===== config.mk =====
export PLATFORM = sky130hd
export DESIGN_NAME = fangwei_beam_accum
export DESIGN_NICKNAME = d
export VERILOG_FILES = /design/src/rtl/fangwei_pkg.sv /design/src/rtl/fangwei_cmult.sv /design/src/rtl/fangwei_beam_accum.sv
export SDC_FILE = /design/constraint.sdc
export NUM_CORES = 2
export LEC_CHECK = 0
export BUFFER_PORTS_ARGS = -buffer_cell sky130_fd_sc_hd__buf_2
export CORE_AREA = 2 2 378 380
export DETAILED_ROUTE_END_ITERATION = 10
export DIE_AREA = 0 0 380 382
export SETUP_SLACK_MARGIN = 0.1
export SLEW_MARGIN = 30
export SYNTH_ARGS = -nofsm -noshare
export SYNTH_HDL_FRONTEND = slang
export SYNTH_SLANG_ARGS = --single-unit

===== constraint.sdc =====
create_clock -name clk -period 10.69 [get_ports clk]
set_input_delay 1.069 -clock clk [delete_from_list [all_inputs] [get_ports clk]]
set_output_delay 1.069 -clock clk [all_outputs]
set_load 0.005 [all_outputs]

===== src/rtl/fangwei_pkg.sv =====
// ----------------------------------------------------------------------------
// fangwei_pkg
// Shared definitions for the fangwei beamformer accumulator slice:
//   - default widths/channel count used as parameter defaults by the top
//   - channel index width (fixed at 7 bits, channels 1..127 addressable)
//   - FSM state enumeration of the frame accumulator
// No ports (package).
// ----------------------------------------------------------------------------
package fangwei_pkg;

    localparam int DEF_NUM_CH = 48;
    localparam int DEF_DW     = 16;
    localparam int DEF_ACC_W  = 40;
    localparam int IDX_W      = 7;

    typedef enum logic [1:0] {
        ST_IDLE  = 2'd0,
        ST_ACCUM = 2'd1,
        ST_DONE  = 2'd2
    } beam_state_t;

endpackage


===== src/rtl/fangwei_cmult.sv =====
// ----------------------------------------------------------------------------
// fangwei_cmult
// Registered complex multiplier, latency 1:
//   p = (a_re*b_re - a_im*b_im) + j(a_re*b_im + a_im*b_re)
// kept at full 2*DW+1 bit signed precision (the extra bit covers the
// -1 * -1 + -1 * -1 corner of Q1.15 operands).
// Ports:
//   clk, rst           clock, asynchronous active-high reset
//   a_re, a_im         first operand (sample), signed DW
//   b_re, b_im         second operand (coefficient), signed DW
//   p_re, p_im         registered product, signed 2*DW+1
// ----------------------------------------------------------------------------
module fangwei_cmult #(
    parameter int DW = 16
) (
    input  logic                  clk,
    input  logic                  rst,
    input  logic signed [DW-1:0]  a_re,
    input  logic signed [DW-1:0]  a_im,
    input  logic signed [DW-1:0]  b_re,
    input  logic signed [DW-1:0]  b_im,
    output logic signed [2*DW:0]  p_re,
    output logic signed [2*DW:0]  p_im
);

    logic signed [2*DW-1:0] rr;
    logic signed [2*DW-1:0] ii;
    logic signed [2*DW-1:0] ri;
    logic signed [2*DW-1:0] ir;
    logic signed [2*DW:0]   re_c;
    logic signed [2*DW:0]   im_c;

    assign rr = a_re * b_re;
    assign ii = a_im * b_im;
    assign ri = a_re * b_im;
    assign ir = a_im * b_re;

    // Sign-extend each partial product by one bit before combining so the
    // sum/difference cannot overflow.
    assign re_c = {rr[2*DW-1], rr} - {ii[2*DW-1], ii};
    assign im_c = {ri[2*DW-1], ri} + {ir[2*DW-1], ir};

    always_ff @(posedge clk or posedge rst) begin
        if (rst) begin
            p_re <= '0;
            p_im <= '0;
        end else begin
            p_re <= re_c;
            p_im <= im_c;
        end
    end

endmodule


===== src/rtl/fangwei_beam_accum.sv =====
// ----------------------------------------------------------------------------
// fangwei_beam_accum
// Sums the complex products sample*coefficient over the NUM_CH channels of
// one azimuth frame and emits the beam once per complete frame.
//
// Pipeline:  cycle T   sample on ch_*, c = ch_idx drives the coefficient ROM
//            S1 (T+1)  sample registered, coefficient arrives from the ROM
//            S2 (T+2)  complex product registered (fangwei_cmult)
//            S3        product accumulated, sequence checked, FSM updated
//            beam_valid / frame_err are visible at T+3.
//
// Handshake: ch_valid qualifies ch_idx/ch_real/ch_image in the cycle it is
// high; there is no backpressure, every valid sample is consumed. beam_valid
// and frame_err are single-cycle pulses with no ready.
//
// Build option: FANGWEI_BEAM_SAT_EN -- when defined the accumulator clamps to
// the signed ACC_W range instead of wrapping.
//
// Ports:
//   clk, rst                clock, asynchronous active-high reset
//   ch_valid                channel sample present
//   ch_idx [6:0]            channel number, 1..NUM_CH, strictly sequential
//   ch_real, ch_image       channel sample, signed Q1.15
//   c [6:0]                 coefficient selector (= ch_idx, combinational)
//   coef_real, coef_image   coefficient, valid one cycle after c
//   beam_real, beam_image   beam sum, held until the next completed frame
//   beam_valid              one-cycle pulse qualifying the beam
//   frame_err               one-cycle pulse on an index sequence violation
// ----------------------------------------------------------------------------
module fangwei_beam_accum
    import fangwei_pkg::*;
#(
    parameter int NUM_CH = DEF_NUM_CH,
    parameter int DW     = DEF_DW,
    parameter int ACC_W  = DEF_ACC_W
) (
    input  logic                    clk,
    input  logic                    rst,
    input  logic                    ch_valid,
    input  logic [IDX_W-1:0]        ch_idx,
    input  logic signed [DW-1:0]    ch_real,
    input  logic signed [DW-1:0]    ch_image,
    output logic [IDX_W-1:0]        c,
    input  logic signed [DW-1:0]    coef_real,
    input  logic signed [DW-1:0]    coef_image,
    output logic signed [ACC_W-1:0] beam_real,
    output logic signed [ACC_W-1:0] beam_image,
    output logic                    beam_valid,
    output logic                    frame_err
);

    localparam int               PW       = 2*DW + 1;
    localparam logic [IDX_W-1:0] IDX_ONE  = IDX_W'(1);
    localparam logic [IDX_W-1:0] LAST_IDX = IDX_W'(NUM_CH);

    // Adds two accumulator-width values; wraps or clamps depending on build.
    function automatic logic [ACC_W-1:0] acc_add(input logic [ACC_W-1:0] a,
                                                 input logic [ACC_W-1:0] b);
        logic [ACC_W:0] s;
        s = {a[ACC_W-1], a} + {b[ACC_W-1], b};
`ifdef FANGWEI_BEAM_SAT_EN
        // Overflow when the two top bits of the widened sum disagree.
        if (s[ACC_W] != s[ACC_W-1]) begin
            return s[ACC_W] ? {1'b1, {(ACC_W-1){1'b0}}}
                            : {1'b0, {(ACC_W-1){1'b1}}};
        end
`endif
        return s[ACC_W-1:0];
    endfunction

    // ---------------- S1: align the sample with the coefficient -------------
    logic                  s1_valid;
    logic [IDX_W-1:0]      s1_idx;
    logic signed [DW-1:0]  s1_re;
    logic signed [DW-1:0]  s1_im;

    assign c = ch_idx;

    always_ff @(posedge clk or posedge rst) begin
        if (rst) begin
            s1_valid <= 1'b0;
            s1_idx   <= '0;
            s1_re    <= '0;
            s1_im    <= '0;
        end else begin
            s1_valid <= ch_valid;
            s1_idx   <= ch_idx;
            s1_re    <= ch_real;
            s1_im    <= ch_image;
        end
    end

    // ---------------- S2: complex product ------------------------------------
    logic signed [PW-1:0]  p_re;
    logic signed [PW-1:0]  p_im;
    logic                  s2_valid;
    logic [IDX_W-1:0]      s2_idx;

    fangwei_cmult #(.DW(DW)) u_cmult (
        .clk  (clk),
        .rst  (rst),
        .a_re (s1_re),
        .a_im (s1_im),
        .b_re (coef_real),
        .b_im (coef_image),
        .p_re (p_re),
        .p_im (p_im)
    );

    // Control travels beside the multiplier so it lines up with its output.
    always_ff @(posedge clk or posedge rst) begin
        if (rst) begin
            s2_valid <= 1'b0;
            s2_idx   <= '0;
        end else begin
            s2_valid <= s1_valid;
            s2_idx   <= s1_idx;
        end
    end

    // ---------------- S3: accumulate and sequence check ----------------------
    beam_state_t       state;
    logic [IDX_W-1:0]  exp_idx;   // next index expected while in ST_ACCUM
    logic [ACC_W-1:0]  acc_re;
    logic [ACC_W-1:0]  acc_im;

    logic [ACC_W-1:0]  p_re_ext;
    logic [ACC_W-1:0]  p_im_ext;
    logic [ACC_W-1:0]  acc_re_n;
    logic [ACC_W-1:0]  acc_im_n;
    logic              take;      // sample belongs to a frame (start or next)
    logic              bad;       // sequence violation this cycle
    logic              last;      // sample closes the frame

    assign p_re_ext = ACC_W'(p_re);
    assign p_im_ext = ACC_W'(p_im);

    always_comb begin
        acc_re_n = acc_re;
        acc_im_n = acc_im;
        take     = 1'b0;
        bad      = 1'b0;
        if (s2_valid) begin
            if (s2_idx == IDX_ONE) begin
                // Index 1 always starts a fresh frame; mid-frame it also
                // flags the abandoned one.
                take     = 1'b1;
                bad      = (state == ST_ACCUM);
                acc_re_n = p_re_ext;
                acc_im_n = p_im_ext;
            end else if (state == ST_ACCUM && s2_idx == exp_idx) begin
                take     = 1'b1;
                acc_re_n = acc_add(acc_re, p_re_ext);
                acc_im_n = acc_add(acc_im, p_im_ext);
            end else begin
                // idx 0, idx > NUM_CH, skipped/repeated idx, or a non-1
                // index outside a frame.
                bad = 1'b1;
            end
        end
        last = take && (s2_idx == LAST_IDX);
    end

    // Single FSM block; DONE lasts one cycle but still accepts an idx 1 so the
    // next frame can follow without a bubble.
    always_ff @(posedge clk or posedge rst) begin
        if (rst) begin
            state      <= ST_IDLE;
            exp_idx    <= '0;
            acc_re     <= '0;
            acc_im     <= '0;
            beam_real  <= '0;
            beam_image <= '0;
            beam_valid <= 1'b0;
            frame_err  <= 1'b0;
        end else begin
            beam_valid <= last;
            frame_err  <= bad;
            if (last) begin
                state      <= ST_DONE;
                beam_real  <= acc_re_n;
                beam_image <= acc_im_n;
                acc_re     <= '0;
                acc_im     <= '0;
            end else if (take) begin
                state   <= ST_ACCUM;
                exp_idx <= s2_idx + IDX_W'(1);
                acc_re  <= acc_re_n;
                acc_im  <= acc_im_n;
            end else if (bad) begin
                state  <= ST_IDLE;
                acc_re <= '0;
                acc_im <= '0;
            end else if (state == ST_DONE) begin
                state <= ST_IDLE;
            end
        end
    end

endmodule


==> metrics.txt <==
number of antenna violations at the first check in global routing 10; data arrival time of the worst path 9.14 ns; Fin Clk Skew 0.0494 ns; Vias 38.6k; hold_buf cts 0; Final #Nets 7443; total congestion overflow 0; fraction of the yosys area taken by sequential cells 0.130; count of H-tree levels built during CTS 2; average cell area after synthesis 9.42 um^2; first-pass GRT wire length 234 mm; initial core utilization 0.389; Peak Freq 116 MHz; utilization after layout 0.416; R2R Path Start s1_im[10]; Final setup viols 0; endpoints failing hold 0; Die Y-Extent 382 um; count of clock tree sinks 285; Syn-to-layout area delta 6.95%; number of placed cells counting well taps 7655; Residual DRC 0; gate count after technology mapping 5822; die outline area 145000 um^2; CORE AREA 141000 um^2; number of top-level pins 163; first-iteration detailed-routing DRC count 2137; global placement routability congestion 0.852; final routed wire length divided by cell count 18.4 um; post-synthesis instance area 54800 um^2; sum of negative setup slack 0 ns; final cell count without fillers 7724; fraction of registers with async set/reset 1.00; Routed Wire Length 142 mm; Pre-antenna DRT Iters 7; number of warnings reported in the yosys synthesis log 0; clock input transition at the sequential cells of the worst setup and hold paths 0.06 ns; Period Utilization, post-route 0.809; number of global-route vias before repair 41.8k; number of synthesized register bits 285; setup repair after global routing missed its margin false; half-perimeter wire length of the detailed placement result 111 mm; min-delay src s1_idx[3]; flip-flop cell with the highest count after synthesis sky130_fd_sc_hd__dfrtp_1; number of distinct library cells after synthesis 76; element type at the critical path start input pin; type of element capturing the critical path flip-flop; CTS tree built; row count 138; fin crit period 8.65 ns; required time of the worst setup path 11.18 ns; Worst Tran Pin Value 1.03 ns; final worst hold slack 0.349 ns; fillers 14.0k; Max Slew Vio Count 0; CP Class in -> reg; number of enable flip-flop cells after synthesis 0; Inserted Clock Buffers 36; number of antenna-violating nets in the routed design 0; crit-path max FO 32; buffer depth of the longest clock path 3; share of layout cells above drive strength 1 0.0554; die extent in x 380 um; total nets after synthesis 7462; clock latency on the worst-skew pair 0.61 ns; type of the most critical hold path reg -> reg; average via count per standard cell 5.00; max-capacitance violation count 0; run status complete, no violations; Gates resized, CTS repair 0; CTS root buf sky130_fd_sc_hd__clkbuf_16; Worst slew margin 0.312; maximum number of pins on one net before global-route repair 104; port buffer count 162; overall routing resource usage 0.204; beginning of the critical path coef_image[1]; total setup buffers inserted after CTS 0
==> worst max-delay path: stages <==
cell and delay (ns):
sky130_fd_sc_hd__buf_2 0.60, sky130_fd_sc_hd__nand2_1 0.26, sky130_fd_sc_hd__inv_1 0.60, sky130_fd_sc_hd__fa_1 0.53
sky130_fd_sc_hd__inv_1 0.08, sky130_fd_sc_hd__fa_1 0.41, sky130_fd_sc_hd__inv_1 0.08, sky130_fd_sc_hd__fa_1 0.41
sky130_fd_sc_hd__inv_1 0.08, sky130_fd_sc_hd__fa_1 0.44, sky130_fd_sc_hd__fa_1 0.58, sky130_fd_sc_hd__fa_1 0.43
sky130_fd_sc_hd__fa_1 0.49, sky130_fd_sc_hd__inv_1 0.05, sky130_fd_sc_hd__fa_1 0.50, sky130_fd_sc_hd__inv_1 0.05
sky130_fd_sc_hd__ha_1 0.38, sky130_fd_sc_hd__nand3_1 0.29, sky130_fd_sc_hd__or4_1 0.57, sky130_fd_sc_hd__nand2_1 0.16
sky130_fd_sc_hd__o21ai_1 0.12, sky130_fd_sc_hd__a21oi_1 0.17, sky130_fd_sc_hd__a211o_1 0.19, sky130_fd_sc_hd__a41oi_1 0.16
sky130_fd_sc_hd__o21ai_0 0.22, sky130_fd_sc_hd__xor2_1 0.19
==> layer usage <==
layer	global-route usage	up-vias	routed length, um
met3	0.0240	134	7330
met2	0.340	900	68500
met1	0.288	20200	64200
li1	-	17400	-
met4	0.0382	8	2290
met5	0	-	50
==> synth_stat cells, types with 6 or more instances <==
cell type	instances	area [um^2]
sky130_fd_sc_hd__inv_1	1346	5050
sky130_fd_sc_hd__fa_1	1175	23500
sky130_fd_sc_hd__nand2_1	697	2620
sky130_fd_sc_hd__and2_1	484	3030
sky130_fd_sc_hd__ha_1	391	4890
sky130_fd_sc_hd__dfrtp_1	285	7130
sky130_fd_sc_hd__clkbuf_1	253	950
sky130_fd_sc_hd__o21ai_0	185	926
sky130_fd_sc_hd__nor2_1	164	616
sky130_fd_sc_hd__a21oi_1	158	791
sky130_fd_sc_hd__xnor2_1	133	1160
sky130_fd_sc_hd__o2bb2ai_1	63	552
sky130_fd_sc_hd__a21o_1	48	360
sky130_fd_sc_hd__nand2b_1	42	263
sky130_fd_sc_hd__xor2_1	42	368
sky130_fd_sc_hd__o211ai_1	41	308
sky130_fd_sc_hd__nand3_1	23	115
sky130_fd_sc_hd__o21bai_1	22	165
sky130_fd_sc_hd__nand4_1	21	131
sky130_fd_sc_hd__nor3_1	19	95.1
sky130_fd_sc_hd__o21a_1	17	128
sky130_fd_sc_hd__a211oi_1	16	120
sky130_fd_sc_hd__a31oi_1	14	87.6
sky130_fd_sc_hd__nor2b_1	14	87.6
sky130_fd_sc_hd__o21ai_1	13	65.1
sky130_fd_sc_hd__and3_1	10	62.6
sky130_fd_sc_hd__o31ai_1	9	67.6
sky130_fd_sc_hd__buf_4	8	60.1
sky130_fd_sc_hd__and4_1	7	61.3
sky130_fd_sc_hd__o22ai_1	7	43.8
sky130_fd_sc_hd__buf_1	6	22.5
sky130_fd_sc_hd__nand3b_1	6	45.0
sky130_fd_sc_hd__or3_1	6	37.5
==> registers in the layout (all words and copies together), names as in the netlist <==
register      count
state             2
beam_valid        1
frame_err         1
u_cmult.p_im     33
s1_idx            7
acc_im           40
acc_re           40
s2_valid          1
s1_im            16
s2_idx            7
beam_image       40
s1_valid          1
s1_re            16
exp_idx           7
u_cmult.p_re     33
beam_real        40
==> metrics by stage <==
step | worst slack (ns) | cell area, um^2
global route | 1.68 | 58600
CTS | 2.19 | 58600
finish | 2.04 | 58600
detailed placement | 1.56 | 57400
global placement | 1.70 | 57400
floorplan | 1.76 | 54800
==> cell type report <==
class | instances | area (um^2) | area share
flip-flops and latches | 285 | 7140 | 0.122
multi-input cells | 3917 | 41600 | 0.710
diodes | 4 | 10.0 | 0.000171
clock inverters | 19 | 223 | 0.00380
repair buffers | 215 | 1210 | 0.0207
well taps | 1890 | 2360 | 0.0403
clock buffers | 46 | 1010 | 0.0172
inverters | 1348 | 5070 | 0.0864
==> final timing paths <==
check	to	slack, ns	cells past startpoint
max	u_cmult.p_re[31]	2.04	26
min	s2_idx[3]	0.35	0
max reg2reg	u_cmult.p_im[30]	2.26	27
min reg2reg	s2_idx[3]	0.35	0
max in group asynchronous	u_cmult.p_im[30]	8.05	4
min in group asynchronous	beam_real[25]	0.59	2
==> kinds of logic (layout without fill, tap and decap cells) <==
kind of cell,after synthesis,after routing,share of synthesized area
fa+ha+maj,1566,1566,0.518
flops,285,285,0.130
buf+inv,1620,1628,0.112
other cells,0,4,0
mux,5,5,0.000958
compound gates,659,659,0.0778
xor+xnor,175,175,0.0280
simple gates,1512,1512,0.134
==> cells in the final DEF (no fill, tap or decap), types with 9 or more instances in the layout <==
| cell type | n |
|---|---|
| sky130_fd_sc_hd__clkinv_2 | 9 |
| sky130_fd_sc_hd__o21ai_1 | 13 |
| sky130_fd_sc_hd__dfrtp_1 | 279 |
| sky130_fd_sc_hd__o211ai_1 | 41 |
| sky130_fd_sc_hd__inv_1 | 1345 |
| sky130_fd_sc_hd__and2_1 | 484 |
| sky130_fd_sc_hd__buf_4 | 52 |
| sky130_fd_sc_hd__xnor2_1 | 133 |
| sky130_fd_sc_hd__a211oi_1 | 16 |
| sky130_fd_sc_hd__nor2b_1 | 14 |
| sky130_fd_sc_hd__a31oi_1 | 14 |
| sky130_fd_sc_hd__clkbuf_16 | 36 |
| sky130_fd_sc_hd__nand2b_1 | 42 |
| sky130_fd_sc_hd__o21ai_0 | 185 |
| sky130_fd_sc_hd__a21o_1 | 48 |
| sky130_fd_sc_hd__o31ai_1 | 9 |
| sky130_fd_sc_hd__nand4_1 | 21 |
| sky130_fd_sc_hd__xor2_1 | 42 |
| sky130_fd_sc_hd__a21oi_1 | 158 |
| sky130_fd_sc_hd__fa_1 | 1175 |
| sky130_fd_sc_hd__o2bb2ai_1 | 63 |
| sky130_fd_sc_hd__nand2_1 | 695 |
| sky130_fd_sc_hd__and3_1 | 10 |
| sky130_fd_sc_hd__nand3_1 | 22 |
| sky130_fd_sc_hd__nor3_1 | 19 |
| sky130_fd_sc_hd__buf_2 | 162 |
| sky130_fd_sc_hd__ha_1 | 391 |
| sky130_fd_sc_hd__o21a_1 | 17 |
| sky130_fd_sc_hd__o21bai_1 | 22 |
| sky130_fd_sc_hd__nor2_1 | 162 |
Power is not shown: default switching activity piles up to over one toggle a cycle in this logic, so the estimate is an artifact.
